`src/rtl/voice_sched.sv`:
```
// rtl/voice_sched.sv - voice allocator and per-sample channel sweeper for the note generator
//
// Accepts note-on/note-off events over a valid/ready handshake, assigns each
// note-on to one of NUM_CHANNELS accumulator channels, and keeps a per-channel
// note number and tuning word. Each sample_tick sweeps every channel once so a
// single shared phase/LUT datapath can serve all voices.
//
// Ports:
//   clk           system clock, rising edge
//   rst           asynchronous active-low reset
//   note_valid    event present
//   note_ready    event accepted on note_valid && note_ready (combinational)
//   note_on       1 = note-on, 0 = note-off
//   note_num      note identifier
//   note_tw       tuning word for note-on
//   sample_tick   one-cycle pulse starting a channel sweep
//   acc_en        per-channel active level
//   acc_clr       one-cycle phase clear for a newly allocated channel
//   curr_note     one-hot select of the swept channel, zero outside a sweep
//   tuning_word   tuning word of the swept channel, zero outside a sweep
//   chan_valid    high on every sweep cycle
//   voice_stolen  one-cycle pulse when a note-on overwrites an active channel
//   overrun       sticky, sample_tick arrived while busy

module voice_sched #(
    parameter int NUM_CHANNELS = 16,
    parameter int NUM_BITS     = 32,
    parameter int NOTE_BITS    = 7
) (
    input  logic                    clk,
    input  logic                    rst,
    input  logic                    note_valid,
    output logic                    note_ready,
    input  logic                    note_on,
    input  logic [NOTE_BITS-1:0]    note_num,
    input  logic [NUM_BITS-1:0]     note_tw,
    input  logic                    sample_tick,
    output logic [NUM_CHANNELS-1:0] acc_en,
    output logic [NUM_CHANNELS-1:0] acc_clr,
    output logic [NUM_CHANNELS-1:0] curr_note,
    output logic [NUM_BITS-1:0]     tuning_word,
    output logic                    chan_valid,
    output logic                    voice_stolen,
    output logic                    overrun
);

    localparam int CH_BITS = $clog2(NUM_CHANNELS);

    typedef enum logic [1:0] {
        IDLE  = 2'd0,
        EVENT = 2'd1,
        SWEEP = 2'd2
    } state_t;

    state_t                 state;

    // chan holds the index of the next channel to present during a sweep
    logic [CH_BITS-1:0]     chan;
    logic [CH_BITS-1:0]     steal_ptr;

    // Per-channel voice tables
    logic [NUM_CHANNELS-1:0] active;
    logic [NOTE_BITS-1:0]    note_tab [NUM_CHANNELS];
    logic [NUM_BITS-1:0]     tune_tab [NUM_CHANNELS];

    // Captured event, consumed in EVENT
    logic                   ev_on;
    logic [NOTE_BITS-1:0]   ev_num;
    logic [NUM_BITS-1:0]    ev_tw;

    // Allocation decode
    logic [NUM_CHANNELS-1:0] match;
    logic                    hit_any;
    logic                    free_any;
    logic [CH_BITS-1:0]      hit_idx;
    logic [CH_BITS-1:0]      free_idx;
    logic [CH_BITS-1:0]      alloc_idx;
    logic                    steal;

    // Scanning from the top down leaves the lowest matching index in
    // hit_idx/free_idx, giving lowest-index priority without a separate
    // priority encoder.
    always_comb begin
        match    = '0;
        hit_any  = 1'b0;
        free_any = 1'b0;
        hit_idx  = '0;
        free_idx = '0;
        for (int i = NUM_CHANNELS - 1; i >= 0; i--) begin
            if (active[i] && (note_tab[i] == ev_num)) begin
                match[i] = 1'b1;
                hit_any  = 1'b1;
                hit_idx  = CH_BITS'(i);
            end
            if (!active[i]) begin
                free_any = 1'b1;
                free_idx = CH_BITS'(i);
            end
        end
        steal     = !hit_any && !free_any;
        alloc_idx = hit_any ? hit_idx : (free_any ? free_idx : steal_ptr);
    end

    // Ready only in IDLE, and a tick in the same cycle wins over the event.
    assign note_ready = (state == IDLE) && !sample_tick;
    assign acc_en     = active;

    always_ff @(posedge clk or negedge rst) begin
        if (!rst) begin
            state        <= IDLE;
            chan         <= '0;
            steal_ptr    <= '0;
            active       <= '0;
            for (int i = 0; i < NUM_CHANNELS; i++) begin
                note_tab[i] <= '0;
                tune_tab[i] <= '0;
            end
            ev_on        <= 1'b0;
            ev_num       <= '0;
            ev_tw        <= '0;
            acc_clr      <= '0;
            curr_note    <= '0;
            tuning_word  <= '0;
            chan_valid   <= 1'b0;
            voice_stolen <= 1'b0;
            overrun      <= 1'b0;
        end else begin
            acc_clr      <= '0;
            voice_stolen <= 1'b0;

            // A tick outside IDLE cannot start a sweep; it is dropped and flagged.
            if (sample_tick && (state != IDLE)) begin
                overrun <= 1'b1;
            end

            case (state)
                IDLE: begin
                    if (sample_tick) begin
                        state       <= SWEEP;
                        curr_note   <= NUM_CHANNELS'(1);
                        tuning_word <= tune_tab[0];
                        chan_valid  <= 1'b1;
                        chan        <= CH_BITS'(1);
                    end else if (note_valid) begin
                        ev_on  <= note_on;
                        ev_num <= note_num;
                        ev_tw  <= note_tw;
                        state  <= EVENT;
                    end
                end

                EVENT: begin
                    state <= IDLE;
                    if (ev_on) begin
                        active[alloc_idx]   <= 1'b1;
                        note_tab[alloc_idx] <= ev_num;
                        tune_tab[alloc_idx] <= ev_tw;
                        acc_clr             <= NUM_CHANNELS'(1) << alloc_idx;
                        if (steal) begin
                            steal_ptr    <= steal_ptr + 1'b1;
                            voice_stolen <= 1'b1;
                        end
                    end else begin
                        active <= active & ~match;
                    end
                end

                SWEEP: begin
                    // chan wraps to zero once the last channel has been presented
                    if (chan == '0) begin
                        state       <= IDLE;
                        curr_note   <= '0;
                        tuning_word <= '0;
                        chan_valid  <= 1'b0;
                    end else begin
                        curr_note   <= NUM_CHANNELS'(1) << chan;
                        tuning_word <= tune_tab[chan];
                        chan        <= chan + 1'b1;
                    end
                end

                default: begin
                    state <= IDLE;
                end
            endcase
        end
    end

endmodule

```
`config.mk`:
```
export PLATFORM = sky130hd
export DESIGN_NAME = voice_sched
export DESIGN_NICKNAME = d
export VERILOG_FILES = /design/src/rtl/voice_sched.sv
export SDC_FILE = /design/constraint.sdc
export NUM_CORES = 1
export LEC_CHECK = 0
export ABC_CLOCK_PERIOD_IN_PS = 3300
export CAP_MARGIN = 20
export CORE_MARGIN = 4
export CORE_UTILIZATION = 25
export DETAILED_ROUTE_END_ITERATION = 6
export PLACE_DENSITY = 0.35
export RECOVER_POWER = 50
export SKIP_CTS_REPAIR_TIMING = 1
export SLEW_MARGIN = 20
export SYNTH_ARGS = -nofsm -noshare
export SYNTH_HDL_FRONTEND = slang
export SYNTH_SLANG_ARGS = --single-unit
```
`constraint.sdc`:
```
create_clock -name clk -period 3.3 [get_ports clk]
set_input_delay 0.825 -clock clk [delete_from_list [all_inputs] [get_ports clk]]
set_output_delay 0.825 -clock clk [all_outputs]
set_load 0.03 [all_outputs]
```
# After elaboration in Yosys (flattened, before gate mapping)
# Index checks and enable logic that the tools add are counted.
# op_classes
add_sub_neg	2
mul	0
n_div	0
n_lt_le_gt_ge	5
eq_ne	22
n_shift	2
n_mux	114
n_bitwise	6
reduce_logical	35
# ops
operator	n
bitwise mux 512 bit	1
2-to-1 mux 32 bit	5
2-to-1 mux 4 bit	36
binary-select mux 32 bit (select 4 bit)	1
demux 32 bit (select 4 bit)	1
bitwise mux 112 bit	1
equality test 7 bit	16
2-to-1 mux 16 bit	5
one-hot mux 32 bit (2 select lines)	1
2-to-1 mux 1 bit	53
one-hot mux 16 bit (2 select lines)	1
<< shifter 1 x 4 -> 16 bit, first input constant	2
demux 7 bit (select 4 bit)	1
logical AND 1 bit	21
AND 16 bit	1
inverter 16 bit	1
OR 16 bit	1
AND reduction 3 bit	4
greater-or-equal comparator 5 bit, second input constant	2
inverter 4 -> 5 bit	2
adder 4 x 1 -> 4 bit, second input constant	2
one-hot mux 4 bit (2 select lines)	1
2-to-1 mux 7 bit	1
2-to-1 mux 2 bit	3
16 further kinds	23
# totals
reg_bits	757
latch_bits	0
mem_bits_rw	0
mem_bits_ro	0
in_bits	44
out_inout_bits	84
elab_cells	231
memories	0

# Longest topological paths before layout
# depth
word_depth	25
mapped_depth	15
depth_no_buf	10

# Worst setup path before layout
# Ideal clock, no wire load.
# synth_timing
kind	reg2reg
from	register ev_num[4]
to	register tune_tab[162] (netlist bit)
setup_ns	0.125
arrival_ns	2.915
t_required_ns	3.175
path_slack_ns	0.260
path_stages_with_launch	15
path_buffers	4
synth_period_minus_slack_ns	3.040
cell_sequence	dfrtp_1 > buf_4 > buf_6 > buf_2 > xor2_1 > nor4_1 > nand4_1 > and2_1 > nand2_1 > a21oi_1 > nor3_4 > nand3_2 > inv_2 > buf_6 > mux2_2
# synth_via
elab_chain_cells	25
word_cells_on_any_way	72
cone_classes	order compare (2); eq/ne (16); mux (36); bitwise (1); reduce/logical (17)
# synth_rtl
item	line_no	rtl
from (decl)	68	logic [NOTE_BITS-1:0] ev_num;
from (signal assigned)	146	ev_num <= note_num;
equality test 7 bit	90	if (active[i] && (note_tab[i] == ev_num)) begin
logical AND 1 bit	90	
2-to-1 mux 4 bit or 2-to-1 mux 1 bit (tied branches) (16 in series)	90	
2-to-1 mux 4 bit (*)	101	alloc_idx = hit_any ? hit_idx : (free_any ? free_idx : steal_ptr);
inverter 4 -> 5 bit (not written as such) (*)	157	tune_tab[alloc_idx] <= ev_tw;
greater-or-equal comparator 5 bit (not written as such) or < comparator 5 x 1 -> 1 bit (tied branches)	157	
logical AND 1 bit (not written as such)	157	
2-to-1 mux 32 bit (not written as such)	157	
demux 32 bit (select 4 bit) (*)	157	
bitwise mux 512 bit (*)	157	
to (signal, indexed assignment)	157	
to (decl)	64	logic [NUM_BITS-1:0] tune_tab [NUM_CHANNELS];
# Every way passes the cells marked *; elsewhere a longest branch is shown, timed or not.
# A chain may end at the register's enable or synchronous reset.

# Worst setup path in the final report
# layout_timing
from	register ev_num[3]
to	register tune_tab[497] (netlist bit)
# Same word-level chain as after synthesis.

==> impl_metrics.yaml <==
status:
  status: "finished, violations left"
  violations: "capacitance limit, slew limit, setup timing"
die:
  die_h_um: 380.0
  io_pins: 128
  num_rows: 136
  initial_core_util: 0.2516
  die_w_um: 380.0
  die_area_sq_um: 144400
  core-area_sq_um: 137500
placement:
  dp_hpwl_mm: 66.71
  placedCellCount: 4445
  port-buffer-count: 127
  gp_congestion: 0.7363
  post-place-ws_ns: -0.5513
  dpl_cell_area_sq_um: 39540
critical_path:
  worstSetupEndpointType: "flop"
  cp-start-kind: "flop"
  worst_ep_required_time_ns: 3.87
  cpPeakStageDelay_ns: 0.44
  path_buf_inv: 7
  arrival_ns: 4.18
  reg2regPathDepth: 16
  worst-path-stages: 16
  worstSetupPathType: "reg -> reg"
  slowest_stage: "or3_4"
  cp_top_family: "simple AND/OR/NAND/NOR gates"
  cp_common_cell: "buf_12"
  path_cells: "buf_12, buf_8, buf_12, xor2_4, nor4_4, buf_4, nand4_1, and2_4, nand4_1, a21oi_2, or3_4, nor3_4, buf_12, buf_12, buf_12, mux2_4"
  path_max_fanout: 8
drt:
  drcViolationCount: 0
  wl_per_cell_um: 24.23
  firstDrtPassIters: 4
  drt_iter0_drc: 916
  drtAntennaViolNets: 0
  routed_via_density: 4.674
  wl_mm: 113.7
  vias: 21930
min_path:
  holdCritPathClass: "reg -> reg"
  worstHoldPathCells: 1
power_and_ir_drop:
  switching_share: 0.3460
  power_mw: 31.64
  p_leak_nw: 21.17
  p_clk_frac: 0.333
  seqPwrFrac: 0.376
  peakVddDrop_mv: 0.3693
  power.density_nw_per_um2: 699.5
  switchingPower_mw: 10.95
  p_int_mw: 20.69
  combPwrFrac: 0.291
clock_tree:
  clk_pin_slew_worst_paths_ns: 0.06
  cts_tree: "done"
  clock_sinks: 757
  cts_buffers: 95
  htree_num_levels: 3
  clk_path_buf_depth: 3
  root_buffer: "clkbuf_16"
  insertion_delay_ns: 0.69
synthesis:
  synth-edff-count: 0
  seq_area_frac_synth: 0.5476
  synth_flop_cell: "dfrtp_1"
  synth_top_area_frac: 0.5476
  synthTopCellsByArea: "dfrtp_1, mux2_2, mux4_2"
  syn_inst: 2531
  yosys_register_bits: 757
  synth_area_sq_um: 34590
  yosysWarnings: 0
  avgSynthCellArea_sq_um: 13.67
  synth_cell_types: 56
  synthesis.nets: 2582
  async_reset_ff_frac: 1.000
  yosysTopAreaCell: "dfrtp_1"
cells_and_area:
  antennaDiodeCount: 0
  final_common_cell: "dfrtp_1"
  syn_to_final_growth_pct: 30.76
  fin_util: 0.3290
  final_cells: 4692
  nNetsFinal: 2874
  design_area_sq_um: 45230
  layout-drive-gt1-share: 0.4193
  final_cell_mix: "dfrtp_1, mux2_2, mux2_4"
global_route:
  grt.total_usage: 0.1451
  grt_antenna_before_repair: 1
  grt_max_degree: 86
  grt.overflow.total: 0
  grt_pass1_wl_mm: 158.5
  grt_pass1_vias: 23240
timing:
  post-route-period-util: 1.095
  drv_slew: 49
  setup_tns_ns: -100.84
  hold_violations: 0
  max_freq_mhz: 276.7
  setup_viol: 621
  tightest_slew_ns: 1.510
  grt_setup_unrepaired: "true"
  period_needed_ns: 3.614
  hold_ws_ns: 0.4792
  relSlewSlack: -0.006552
  worst_clock_skew_ns: 0.02706
  setup_ws_ns: -0.3143
job:
  max_cap_violations: 1
-- metal layers --
layer  up-vias  track usage  wire length, um
met2       336       0.2368            53980
met1     11680       0.1976            53190
met3       150      0.02663             3838
met4         0      0.04018             2676
li1       9762            -                -
met5         -            0                0
-- cell usage after synthesis (all sizes together), types with 11 or more instances --
library cell and instances:
nand3 31, nor2 90, xnor2 32, dfrtp 757, inv 17, and3 11
o221ai 32, mux2 665, xor2 83, clkbuf 99, nand4 24, mux2i 128
nand2 61, nor3 41, o22ai 32, buf 111, o21ai 90, mux4 64
a21oi 71, nor4 18
-- cells by family (layout without fill, tap and decap cells) --
logic type,count (synthesis),after routing,share of synthesized area
AND/OR/NAND/NOR,310,310,0.04619
multiplexers,857,857,0.2952
buffers and inverters,229,596,0.03432
AO/OA/AOI/OAI,256,256,0.04507
adder cells (fa/ha/maj),7,7,0.002532
flip-flops,757,757,0.5476
XOR/XNOR,115,115,0.02912
-- cell type report --
cell class,instances,area [sq um]
clock inverter,25,304.0
inverter,19,91.34
sequential,757,18960
clock buffer,147,2855
timing repair buffer,405,5007
fill,13450,92260
multi-input combinational,1545,15780
tap,1794,2245
-- path summary, 6_finish.rpt --
path / start / to / slack (ns)
setup / recovery: ev_num[3] / tune_tab[497] / -0.31
hold / removal: overrun / overrun / 0.48
setup reg to reg: ev_num[3] / tune_tab[497] / -0.31
hold reg to reg: overrun / overrun / 0.48
max in group asynchronous: rst / tune_tab[401] / 0.45
min in group asynchronous: rst / tuning_word[8] / 0.50
-- worst register-to-register path: stages (launching register included) --
cell and delay [ns]:
dfrtp_1 0.41, buf_12 0.16, buf_8 0.14, buf_12 0.14, xor2_4 0.19, nor4_4 0.35, buf_4 0.17, nand4_1 0.11
and2_4 0.19, nand4_1 0.13, a21oi_2 0.08, or3_4 0.44, nor3_4 0.23, buf_12 0.20, buf_12 0.13, buf_12 0.13
mux2_4 0.30
-- power groups by stage --
stage                     registers, mW  logic [mW]  clock network (mW)
after floorplan                    11.1        5.41                   0
after global placement             12.0        8.79                   0
after detailed placement           12.0        8.82                   0
after CTS                          11.9        8.85                11.0
after global routing               12.1        9.94                11.3
final                              11.9        9.22                10.5
-- registers in the layout, indices dropped and copies added, names as in the netlist --
signal,count
acc_clr,16
acc_en,16
chan,4
chan_valid,1
curr_note,16
ev_num,7
ev_on,1
ev_tw,32
note_tab,112
overrun,1
state,2
steal_ptr,4
tune_tab,512
tuning_word,32
voice_stolen,1
Power figures use the tool's default switching activity.
